File: config.mk
export PLATFORM = sky130hd
export DESIGN_NAME = runway_occupancy_ctrl
export DESIGN_NICKNAME = d
export VERILOG_FILES = /design/src/rtl/runway_occupancy_ctrl.sv
export SDC_FILE = /design/constraint.sdc
export NUM_CORES = 1
export LEC_CHECK = 0
export BUFFER_PORTS_ARGS = -buffer_cell sky130_fd_sc_hd__clkbuf_2
export CAP_MARGIN = 15
export CELL_PAD_IN_SITES_DETAIL_PLACEMENT = 0
export CELL_PAD_IN_SITES_GLOBAL_PLACEMENT = 1
export CORE_AREA = 2 2 90 92
export CTS_CLUSTER_SIZE = 24
export DETAILED_ROUTE_END_ITERATION = 10
export DIE_AREA = 0 0 92 94
export PLACE_DENSITY = 0.82
export SYNTH_ARGS = -nofsm -noshare
export SYNTH_HDL_FRONTEND = slang
export SYNTH_SLANG_ARGS = --single-unit
File: constraint.sdc
create_clock -name clk -period 3.6 [get_ports clk]
set_input_delay 0.54 -clock clk [delete_from_list [all_inputs] [get_ports clk]]
set_output_delay 0.54 -clock clk [all_outputs]
set_load 0.005 [all_outputs]
File: src/rtl/runway_occupancy_ctrl.sv
// Runway occupancy tracker: per-runway OCC/CLEAR timers with an in-order
// hold FIFO that retries grants aimed at runways that are still in use.
module runway_occupancy_ctrl #(
    parameter int DWELL = 8,
    parameter int CLEAR = 2
) (
    input  logic       clk,
    input  logic       rst,
    input  logic       en,
    input  logic [3:0] signal,
    input  logic [1:0] d,
    output logic [3:0] busy,
    output logic [3:0] vacate,
    output logic [7:0] occ_dir,
    output logic [2:0] hold_count,
    output logic       conflict,
    output logic       overflow
);

    typedef enum logic [1:0] {
        ST_IDLE  = 2'd0,
        ST_OCC   = 2'd1,
        ST_CLEAR = 2'd2
    } rwy_state_t;

    localparam logic [3:0] DWELL_LOAD = 4'(DWELL - 1);
    localparam logic [3:0] CLEAR_LOAD = 4'(CLEAR - 1);

    rwy_state_t state_reg [4];
    logic [3:0] cnt_reg   [4];
    logic [3:0] busy_reg;
    logic [3:0] vacate_reg;
    logic [7:0] occ_dir_reg;

    // Hold FIFO entries are {direction, runway index}
    logic [3:0] fifo_mem [4];
    logic [1:0] wr_ptr_reg;
    logic [1:0] rd_ptr_reg;
    logic [2:0] count_reg;
    logic       conflict_reg;
    logic       overflow_reg;

    logic       onehot;
    logic [1:0] new_idx;
    logic [1:0] head_idx;
    logic [1:0] head_dir;
    logic [3:0] eligible;
    logic       pop;
    logic       new_ok;
    logic       new_direct;
    logic       need_park;
    logic       push;
    logic       ovf_next;
    logic [3:0] start;
    logic [1:0] start_dir [4];

    // A runway in its vacate cycle is not yet offered to new traffic
    generate
        for (genvar gi = 0; gi < 4; gi++) begin : g_elig
            assign eligible[gi] = (state_reg[gi] == ST_IDLE) && !vacate_reg[gi];
        end
    endgenerate

    always_comb begin
        onehot   = (signal != 4'd0) && ((signal & (signal - 4'd1)) == 4'd0);
        new_idx  = 2'd0;
        for (int i = 0; i < 4; i++) begin
            if (signal[i]) new_idx = 2'(i);
        end
        head_idx   = fifo_mem[rd_ptr_reg][1:0];
        head_dir   = fifo_mem[rd_ptr_reg][3:2];
        pop        = (count_reg != 3'd0) && eligible[head_idx];
        new_ok     = en && onehot;
        new_direct = new_ok && eligible[new_idx] && !(pop && (head_idx == new_idx));
        need_park  = new_ok && !new_direct;
        push       = need_park && ((count_reg != 3'd4) || pop);
        ovf_next   = need_park && (count_reg == 3'd4) && !pop;
    end

    generate
        for (genvar gi = 0; gi < 4; gi++) begin : g_start
            assign start[gi]     = (pop && (head_idx == 2'(gi))) ||
                                   (new_direct && (new_idx == 2'(gi)));
            assign start_dir[gi] = (pop && (head_idx == 2'(gi))) ? head_dir : d;
        end
    endgenerate

    generate
        for (genvar gi = 0; gi < 4; gi++) begin : g_rwy
            always_ff @(posedge clk) begin
                if (rst) begin
                    state_reg[gi]            <= ST_IDLE;
                    cnt_reg[gi]              <= 4'd0;
                    busy_reg[gi]             <= 1'b0;
                    vacate_reg[gi]           <= 1'b0;
                    occ_dir_reg[2*gi+1:2*gi] <= 2'd0;
                end else begin
                    vacate_reg[gi] <= 1'b0;
                    case (state_reg[gi])
                        ST_IDLE: begin
                            if (start[gi]) begin
                                state_reg[gi]            <= ST_OCC;
                                cnt_reg[gi]              <= DWELL_LOAD;
                                busy_reg[gi]             <= 1'b1;
                                occ_dir_reg[2*gi+1:2*gi] <= start_dir[gi];
                            end
                        end
                        ST_OCC: begin
                            if (cnt_reg[gi] == 4'd0) begin
                                state_reg[gi] <= ST_CLEAR;
                                cnt_reg[gi]   <= CLEAR_LOAD;
                            end else begin
                                cnt_reg[gi] <= cnt_reg[gi] - 4'd1;
                            end
                        end
                        ST_CLEAR: begin
                            if (cnt_reg[gi] == 4'd0) begin
                                state_reg[gi]  <= ST_IDLE;
                                busy_reg[gi]   <= 1'b0;
                                vacate_reg[gi] <= 1'b1;
                            end else begin
                                cnt_reg[gi] <= cnt_reg[gi] - 4'd1;
                            end
                        end
                        default: begin
                            state_reg[gi] <= ST_IDLE;
                            busy_reg[gi]  <= 1'b0;
                        end
                    endcase
                end
            end
        end
    endgenerate

    always_ff @(posedge clk) begin
        if (push) begin
            fifo_mem[wr_ptr_reg] <= {d, new_idx};
        end
    end

    always_ff @(posedge clk) begin
        if (rst) begin
            wr_ptr_reg   <= 2'd0;
            rd_ptr_reg   <= 2'd0;
            count_reg    <= 3'd0;
            conflict_reg <= 1'b0;
            overflow_reg <= 1'b0;
        end else begin
            conflict_reg <= en && !onehot;
            overflow_reg <= ovf_next;
            if (push) wr_ptr_reg <= wr_ptr_reg + 2'd1;
            if (pop)  rd_ptr_reg <= rd_ptr_reg + 2'd1;
            case ({push, pop})
                2'b10:   count_reg <= count_reg + 3'd1;
                2'b01:   count_reg <= count_reg - 3'd1;
                default: count_reg <= count_reg;
            endcase
        end
    end

    assign busy       = busy_reg;
    assign vacate     = vacate_reg;
    assign occ_dir    = occ_dir_reg;
    assign hold_count = count_reg;
    assign conflict   = conflict_reg;
    assign overflow   = overflow_reg;

endmodule

==> results.md, run 1 <==
* Clk_lat worst skew at ~340 ps
* Syn_nets at roughly 350
* Minimum clock period at ~3200 ps
* Post-cts gate resize count at 0
* Largest stage delay, worst path at approximately 660 ps
* H-tree level count at 3
* CTS max path bufs at 2
* Core area at roughly 0.0076 mm^2
* Buffer type at the clock tree root: clkbuf_8
* Antenna-violating nets left at 0
* CP max stage cell: a221oi_1
* Clk_skew at between 9 and 10 ps
* Max capacitance violation total at 0
* Register area share after synthesis at approximately half
* Final std cells w/o fill at 465
* Ys Warns at 0
* Hold WC Path Type: register to register
* DR vias/cell at 5.492
* Pwr Total at 0.002794 W
* Nets at roughly 380
* Largest net degree at the start of global routing at 21
* R2R depth at 6
* Die Y at 94 um
* Top FF cell, synth: edfxtp_1
* Post-synth top cells: edfxtp_1 (40), nor2_1 (31), dfxtp_1 (27)
* Distinct cells, synth at 53
* Cells after Synth at ~330
* Pint at roughly 0.0018 W
* EDFF count, synth at 40
* GRT Total Usage at between 15 and 20%
* ANT cells at 0
* Syn Area/Cell at about 11 um^2
* Final Cell Area at between 0.003 and 0.004 mm^2
* DR WL/cell at 15.13 um
* Vias at 2554
* Setup-failing EPs final at 0
* Register area at between 0.0015 and 0.002 mm^2
* Slew HR at 52.41%
* Net Switching at around 0.00098 W
* Starting density of the core at between 40 and 50%
* Area of the multi-input gates at 0.001645 mm^2
* CP top delay family: compound AO/OA/AOI/OAI gates
* Clock Power Share at 20.8%
* Worst endpoint required time at 3630 ps
* Dpl cell area at between 0.003 and 0.004 mm^2
* Stages on the worst setup path at 6
* TNS Setup at 0 ps
* Hold Crit Depth at 2
* Most frequent cell after synthesis: edfxtp_1
* Lkg Pwr at around 1.4 nW
* CTS Buf Count at 9
* Final hold violation count at 0
* Post-synthesis register bit count at 67
* P per Cell Area at slightly above 700 mW/mm^2
* Final-layout fill cell count at ~740
* Kind of critical path: register to register
* Total Wirelength at between 7000 and 8000 um
* Sw frac at a little over a third
* Worst-path cell chain: mux4_2 > mux2i_1 > a221oi_1 > a211oi_1 > nor2_1 > nand3_1
* Layout area overhead at 12.08%
* Fmax at 310.2 MHz
* Share of layout cells above drive strength 1 at 17.36%
* Clock transition at path regs at 70 ps
* Crit. End Element: register
* CTS sink cnt at 67
* Hold_ws at roughly 460 ps
* Area leader, netlist: edfxtp_1
* Max IR drop VDD at roughly 0.35 mV
* # IOs at 30
* Worst-path fanout max at 7
* Cell Area, Synth at between 0.003 and 0.004 mm^2
* DRC at 0
* Vias in the first global route at between 2000 and 2500
* Arr. time, crit path at 3250 ps
* Top post-synthesis cells by area: edfxtp_1 (34%), dfxtp_1 (15%), mux4_2 (3.8%)
* RSZ-0062 raised after global routing: false
* DP HPWL at roughly 5400 um
* Total gr overflow at 0
* Initial DRC count at approximately 130
* GP Congestion at approximately 0.83
* Die width at ~92 um
* Combinational power share at 36.6%
* TritonCTS clock tree: yes
* First-pass DRT Iterations at 4
* Slew Viols, Final at 0
* Seq pwr share at 42.6%
* CP bufs+invs at 0
* FP Rows at 32
* Synth top area share at between 30% and 40%
* Tightest Pin Transition at roughly 700 ps
* Die Area at roughly 0.0086 mm^2
* I/O Buffers at 29
* Status: finished clean
* Async SR Flop Fraction at 0%
* Period utilization at between 80% and 90%
* Postcts setup bufs at 0
* Post-Place Cells at 449
* First-pass GRT wire length at around 12000 um
* Cts hold-fix bufs at 0
* Initial antenna violation count at 0
* CP startpoint kind: register
## cell usage in the layout (no fill, tap or decap), types with 3 or more instances in the layout
master / Yosys / final
edfxtp_1: 40 / 40
nor2_1: 31 / 31
clkbuf_2: 0 / 29
dfxtp_1: 27 / 27
inv_1: 18 / 18
nand2_1: 16 / 16
nor3_1: 13 / 13
nor3b_1: 12 / 12
a21oi_1: 11 / 11
xnor2_1: 11 / 11
and2_1: 10 / 10
mux2i_1: 9 / 9
nand2b_1: 9 / 9
nand3_1: 9 / 9
clkbuf_8: 0 / 9
ha_1: 8 / 8
o21ai_0: 7 / 7
o22ai_1: 7 / 7
nor2b_1: 6 / 6
mux4_2: 6 / 6
and3_1: 6 / 6
o21a_1: 5 / 5
a211oi_1: 5 / 5
or3_1: 4 / 4
o31ai_1: 4 / 4
clkbuf_1: 10 / 4
buf_4: 1 / 4
a211o_1: 3 / 3
mux2_2: 3 / 3
## path summary, 6_finish.rpt
check	from	end	slack, ps
worst min register to register	busy[0]	busy[0]	460
worst max-delay path	register	cnt_reg[0][0]	380
worst max register to register	register	cnt_reg[0][0]	380
worst min-delay path	busy[0]	busy[0]	460
## logic make-up after synthesis
group | count (synthesis) | synth area share [%]
adders and majority gates | 9 | 3.420
xor gates and xnor gates | 13 | 3.242
AOI/OAI and AO/OA | 63 | 13.50
and+or+nand+nor | 126 | 19.31
buffers and inverters | 32 | 3.563
muxes | 18 | 7.374
DFF | 67 | 49.59
## cell type report
cell class / instances / area share (%)
flip-flops and latches: 67 / 44.25
multi-input cells: 229 / 41.80
repair buffers: 33 / 4.450
clock buffers: 13 / 3.528
well taps: 102 / 3.242
inverters: 18 / 1.716
clock inverters: 3 / 1.017
## power groups by stage
stage               Sequential (W)  Combinational [W]  Clock, W
floorplan                  0.00115           0.000833         0
global placement           0.00120            0.00100         0
detailed placement         0.00121            0.00102         0
CTS                        0.00119            0.00103  0.000594
global route               0.00122            0.00116  0.000621
finish                     0.00119            0.00102  0.000582
## worst reg2reg max path, stage by stage (launching register included)
cell and delay, ps:
dfxtp_1 530, mux4_2 610, mux2i_1 160, a221oi_1 660, a211oi_1 290, nor2_1 410, nand3_1 260
## layer usage
metal,vias to the layer above,share of wire (%),track usage (%),wire (um)
li1,1269,-,-,-
met1,1217,48,23.31,3361
met2,54,45,28.00,3194
met3,14,4.6,3.531,327
met4,0,2.1,9.080,151
met5,-,0,0,0
## stage by stage
| step | util [%] | setup WS [ps] |
|---|---|---|
| CTS | 51.74 | 360.9 |
| floorplan | - | 842.0 |
| global route | 51.74 | 83.39 |
| detailed placement | 49.39 | 364.5 |
| finish | 51.74 | 376.5 |
| global placement | 49.39 | 444.1 |
Power figures use the tool's default switching activity.
==> inputs of run 2 (changes only) <==
- clock period: 3.6 -> 3.7 ns (I/O delays scaled with it)
==> results.md, run 2 (synthesis gave the netlist of run 1 again) <==
* Layout area overhead at 13.61% (was 12.08%)
* Post-Place Cells at 448 (was 449)
* GRT Total Usage at 17.56% (was 17.75%)
* Lkg Pwr at 1.450 nW (was 1.423 nW)
* Sw frac at 34.39% (was 35.22%)
* Antenna-violating nets left at 0 (unchanged)
* Fmax at 309.0 MHz (was 310.2 MHz)
* Seq pwr share at 40.9% (was 42.6%)
* R2R Setup Slk at 460 ps (was 380 ps)
* Final hold violation count at 0 (unchanged)
* Worst endpoint required time at 3730 ps (was 3630 ps)
* Slew Viols, Final at 0 (unchanged)
* Post-cts gate resize count at 0 (unchanged)
* Minimum clock period at 3237 ps (was 3224 ps)
* Arr. time, crit path at 3260 ps (was 3250 ps)
* DRC at 0 (unchanged)
* Initial antenna violation count at 0 (unchanged)
* Min-delay src: busy[2] (was busy[0])
* CP top delay family: compound AO/OA/AOI/OAI gates (unchanged)
* Slew HR at 52.89% (was 52.41%)
* Crit. End Element: register (unchanged)
* GP Congestion at 0.8691 (was 0.8288)
* Largest net degree at the start of global routing at 32 (was 21)
* # IOs at 30 (unchanged)
* Max IR drop VDD at 0.3276 mV (was 0.3538 mV)
* Tightest Pin Transition at 706.7 ps (was 713.8 ps)
* Hold Path Sink: busy[2] (was busy[0])
* Largest stage delay, worst path at 660 ps (about the same)
* Combinational power share at 34.6% (was 36.6%)
* CTS max path bufs at 2 (unchanged)
* Vias in the first global route at 2373 (was 2467)
* CP bufs+invs at 0 (unchanged)
* CTS Buf Count at 9 (unchanged)
* Hold WC Path Type: register to register (unchanged)
* Initial DRC count at 213 (was 127)
* Core area at 0.007607 mm^2 (unchanged)
* Leading cell type in the layout, fill and taps excluded: edfxtp_1 (unchanged)
* Vias at 2552 (was 2554)
* Nets at 375 (was 376)
* P per Cell Area at 710.6 mW/mm^2 (was 709.8 mW/mm^2)
* ANT cells at 0 (unchanged)
* Place WS at 479.2 ps (was 364.5 ps)
* Buffer type at the clock tree root: clkbuf_8 (unchanged)
* DR WL/cell at 15.49 um (was 15.13 um)
* Die width at 92 um (unchanged)
* CP startpoint kind: register (unchanged)
* Die Y at 94 um (unchanged)
* Commonest cells after routing, fill and taps aside: edfxtp_1 (40), nor2_1 (31), clkbuf_2 (29) (unchanged)
* Worst-path cell chain: mux4_2 > mux2i_1 > a221oi_1 > a211oi_1 > nor2_1 > nand3_1 (unchanged)
* Clock Power Share at 24.5% (was 20.8%)
* Net Switching at 0.0009750 W (was 0.0009840 W)
* Pint at 0.001860 W (was 0.001810 W)
* Stages on the worst setup path at 6 (unchanged)
* Share of layout cells above drive strength 1 at 18.23% (was 17.36%)
* R2R depth at 6 (unchanged)
* Postcts setup bufs at 0 (unchanged)
* DP HPWL at 5313 um (was 5363 um)
* Clk_skew at 10.95 ps (was 9.286 ps)
* Final-layout fill cell count at 708 (was 735)
* Worst Setup Slack, final at 463.3 ps (was 376.5 ps)
* Max capacitance violation total at 0 (unchanged)
* Worst-path fanout max at 7 (unchanged)
* Total Wirelength at 7188 um (was 7034 um)
* TNS Setup at 0 ps (unchanged)
* Status: finished clean (unchanged)
* CTS sink cnt at 67 (unchanged)
* I/O Buffers at 29 (unchanged)
* FP Rows at 32 (unchanged)
* Period utilization at 87.48% (was 89.54%)
* Die Area at 0.008648 mm^2 (unchanged)
* Hold Crit Depth at 2 (unchanged)
* First-pass DRT Iterations at 4 (unchanged)
* R2r endpoint: cnt_reg[0][1] (was cnt_reg[0][0])
* Setup-failing EPs final at 0 (unchanged)
* Final std cells w/o fill at 464 (was 465)
* DR vias/cell at 5.500 (was 5.492)
* Clk_lat worst skew at 340 ps (about the same)
* RSZ-0062 raised after global routing: false (unchanged)
* Starting density of the core at 46.17% (unchanged)
* CP max stage cell: a221oi_1 (unchanged)
* First-pass GRT wire length at 11540 um (was 11810 um)
* Dpl cell area at 0.003750 mm^2 (was 0.003757 mm^2)
* TritonCTS clock tree: yes (unchanged)
* Cts hold-fix bufs at 0 (unchanged)
* Total gr overflow at 0 (unchanged)
* H-tree level count at 3 (unchanged)
* Kind of critical path: register to register (unchanged)
* Final Cell Area at 0.003990 mm^2 (was 0.003936 mm^2)
* Clock transition at path regs at 80 ps (was 70 ps)
## run 2: changes by cell type in the layout (fill, tap and decap cells not counted)
cell       delta
clkbuf_8      +1
buf_4         -1
clkinv_2      -1
clkbuf_1      -4
clkbuf_16     +2
clkinv_4      +2
## run 2: worst max-delay path by stage
stage                     to  slack [ps]     start
2_1_floorplan  cnt_reg[0][0]         940  register
3_3_place_gp   cnt_reg[0][3]         560  register
3_5_place_dp   cnt_reg[0][2]         480  register
4_1_cts        cnt_reg[0][1]         460  register
5_1_grt        cnt_reg[0][1]         110  register
6_report       cnt_reg[0][1]         460  register
## run 2: area by class of cell
type / instances / area (um^2) / share of cell area [%]
repair buffers: 32 / 167.7 / 4.202
clock inverters: 4 / 52.55 / 1.317
flip-flops and latches: 67 / 1742 / 43.65
clock buffers: 12 / 187.7 / 4.704
inverters: 18 / 67.56 / 1.693
multi-input cells: 229 / 1645 / 41.24
well taps: 102 / 127.6 / 3.198
## run 2: layer usage
metal / track usage, % / routed length [um]
met5: 0 / 0
met4: 8.582 / 125
met3: 3.050 / 336
met2: 27.02 / 3313
met1: 24.09 / 3413
## run 2: stage by stage
step | util [%] | power, W | hold WS (ps)
after floorplan | - | 0.001926 | 452.7
after global placement | 49.29 | 0.002139 | 466.3
after detailed placement | 49.29 | 0.002158 | 467.3
after CTS | 52.45 | 0.002861 | 477.9
after global routing | 52.45 | 0.003034 | 491.0
final | 52.45 | 0.002835 | 469.8
## run 2: worst reg2reg max path: cells and delay by family (launching register included)
kind	cells	cell delay (ps)
flip-flops	1	540
AND/OR/NAND/NOR	2	660
multiplexers	2	770
AO/OA/AOI/OAI	2	950
## run 2: power by group through the flow
stage / sequential [W] / clock [W] / combinational (W)
3_3_place_gp: 0.00117 / 0 / 0.000971
4_1_cts: 0.00116 / 0.000712 / 0.000989
5_1_grt: 0.00119 / 0.000736 / 0.00111
2_1_floorplan: 0.00112 / 0 / 0.000810
3_5_place_dp: 0.00118 / 0 / 0.000981
6_report: 0.00116 / 0.000693 / 0.000982
==> inputs of run 3 (changes only) <==
- CORE_AREA: 2 2 90 92 -> 2 2 94 96
- DIE_AREA: 0 0 92 94 -> 0 0 96 98
- PLACE_DENSITY: 0.82 -> 0.79
- clock period: 3.7 -> 2.64 ns (I/O delays scaled with it)
==> results.md, run 3 (synthesis gave the netlist of run 1 again) <==
* Lkg Pwr at 1.617 nW (was 1.450 nW)
* Die Area at 0.009408 mm^2 (was 0.008648 mm^2)
* Kind of critical path: register to register (unchanged)
* Total Wirelength at 7405 um (was 7188 um)
* Crit. End Element: register (unchanged)
* Max IR drop VDD at 0.4974 mV (was 0.3276 mV)
* Slew Viols, Final at 0 (unchanged)
* Final hold violation count at 0 (unchanged)
* DR vias/cell at 5.319 (was 5.500)
* Max capacitance violation total at 0 (unchanged)
* Tightest Pin Transition at 687.1 ps (was 706.7 ps)
* Nets at 410 (was 375)
* First-pass DRT Iterations at 4 (unchanged)
* First-pass GRT wire length at 11950 um (was 11540 um)
* Final Cell Area at 0.004308 mm^2 (was 0.003990 mm^2)
* GP Congestion at 0.7858 (was 0.8691)
* Commonest cells after routing, fill and taps aside: edfxtp_1 (40), buf_4 (34), clkbuf_2 (29) (was edfxtp_1 (40), nor2_1 (31), clkbuf_2 (29))
* Clock transition at path regs at 70 ps (was 80 ps)
* Die width at 96 um (was 92 um)
* Minimum clock period at 2604 ps (was 3237 ps)
* # IOs at 30 (unchanged)
* CTS Buf Count at 9 (unchanged)
* Initial DRC count at 123 (was 213)
* DRC at 0 (unchanged)
* Register area at 0.001743 mm^2 (was 0.001742 mm^2)
* CP startpoint kind: register (unchanged)
* ANT cells at 0 (unchanged)
* Initial antenna violation count at 0 (unchanged)
* Share of layout cells above drive strength 1 at 28.97% (was 18.23%)
* Setup-failing EPs final at 0 (unchanged)
* Area of the multi-input gates at 0.001754 mm^2 (was 0.001645 mm^2)
* Core area at 0.008466 mm^2 (was 0.007607 mm^2)
* Period utilization at 98.65% (was 87.48%)
* Layout area overhead at 22.66% (was 13.61%)
* DP HPWL at 5457 um (was 5313 um)
* CTS sink cnt at 67 (unchanged)
* Clk_lat worst skew at 340 ps (about the same)
* Vias in the first global route at 2583 (was 2373)
* Largest stage delay, worst path at 510 ps (was 660 ps)
* Vias at 2686 (was 2552)
* Place WS at -41.97 ps (was 479.2 ps)
* Status: finished clean (unchanged)
* Arr. time, crit path at 2890 ps (was 3260 ps)
* RSZ-0062 raised after global routing: true (was false)
* FP Rows at 34 (was 32)
* TNS Setup at 0 ps (unchanged)
* Slew HR at 54.14% (was 52.89%)
* I/O Buffers at 29 (unchanged)
* Clk_skew at 7.634 ps (was 10.95 ps)
* Cts hold-fix bufs at 0 (unchanged)
* Worst Setup Slack, final at 35.55 ps (was 463.3 ps)
* Worst endpoint required time at 2930 ps (was 3730 ps)
* Worst-path fanout max at 4 (was 7)
* Buffer type at the clock tree root: clkbuf_8 (unchanged)
* Final-layout fill cell count at 783 (was 708)
* Starting density of the core at 41.49% (was 46.17%)
* Fmax at 384.0 MHz (was 309.0 MHz)
* Leading cell type in the layout, fill and taps excluded: edfxtp_1 (unchanged)
* Hold WC Path Type: primary input to register (was register to register)
* TritonCTS clock tree: yes (unchanged)
* Total gr overflow at 0 (unchanged)
* Pwr Total at 0.004098 W (was 0.002835 W)
* P per Cell Area at 951.2 mW/mm^2 (was 710.6 mW/mm^2)
* Worst-path cell chain: mux4_2 > or3_4 > a221oi_4 > buf_6 > a21oi_4 > buf_4 > a2111oi_0 > a221o_1 (was mux4_2 > mux2i_1 > a221oi_1 > a211oi_1 > nor2_1 > nand3_1)
* Largest net degree at the start of global routing at 28 (was 32)
* Antenna-violating nets left at 0 (unchanged)
* DR WL/cell at 14.66 um (was 15.49 um)
* CP max stage cell: mux4_2 (was a221oi_1)
* CTS max path bufs at 2 (unchanged)
* Dpl cell area at 0.004013 mm^2 (was 0.003750 mm^2)
* GRT Total Usage at 16.66% (was 17.56%)
* H-tree level count at 3 (unchanged)
* Die Y at 98 um (was 94 um)
run 3: changes by cell type in the layout (fill, tap and decap cells not counted), sizes merged:
cell | previous run | this run
bufinv | 1 | 0
buf | 3 | 38
clkbuf | 41 | 42
run 3: worst paths after layout:
check                 startpoint         end  slack, ps  cells past startpoint
setup / recovery  fifo_mem[2][0]  occ_dir[2]         40                      8
setup reg to reg  fifo_mem[2][0]  occ_dir[2]         40                      8
hold / removal               rst     busy[2]        280                      2
hold reg to reg          busy[2]     busy[2]        460                      2
run 3: layer usage:
metal	global-route usage (%)	up-vias	wire, um
met5	0	-	0
met4	7.582	0	125
met3	3.549	10	290
met2	25.27	59	3403
met1	22.74	1279	3586
li1	-	1338	-
run 3: final cells by class:
class / instances / share of cell area, %
Tap cell: 108 / 3.137
Inverter: 18 / 1.568
Timing Repair Buffer: 67 / 10.34
Multi-Input combinational cell: 229 / 40.72
Sequential cell: 67 / 40.46
Clock inverter: 3 / 0.3195
Clock buffer: 13 / 3.456
run 3: repair_timing:
item                                    4_1_cts  5_1_grt
pin swaps                                     3        4
setup buffers                                 2        4
endpoints found under the setup margin       12       61
gates resized for setup                       5       14
run 3: where the power goes:
part,total [W],switching [W],leakage (nW),internal [W]
logic,0.00179,0.000922,0.911,0.000870
registers,0.00157,0.000162,0.621,0.00141
clock network,0.000733,0.000372,0.0848,0.000361
total,0.00410,0.00146,1.62,0.00264
run 3: worst max-delay path, delay by kind of cell, from the launching register on:
kind / cells / cell delay [ps]
buffers and inverters: 2 / 330
AO/OA/AOI/OAI: 4 / 900
multiplexers: 1 / 510
AND/OR/NAND/NOR: 1 / 400
flip-flops: 1 / 410
run 3: per-stage QoR:
| stage | util [%] | hold slack (ps) | cells |
|---|---|---|---|
| 3_5_place_dp | 47.40 | 458.9 | 483 |
| 4_1_cts | 49.87 | 263.5 | 501 |
| 2_1_floorplan | - | 452.7 | 328 |
| 3_3_place_gp | 47.40 | 463.2 | 483 |
| 6_report | 50.89 | 276.3 | 505 |
| 5_1_grt | 50.89 | 280.9 | 505 |
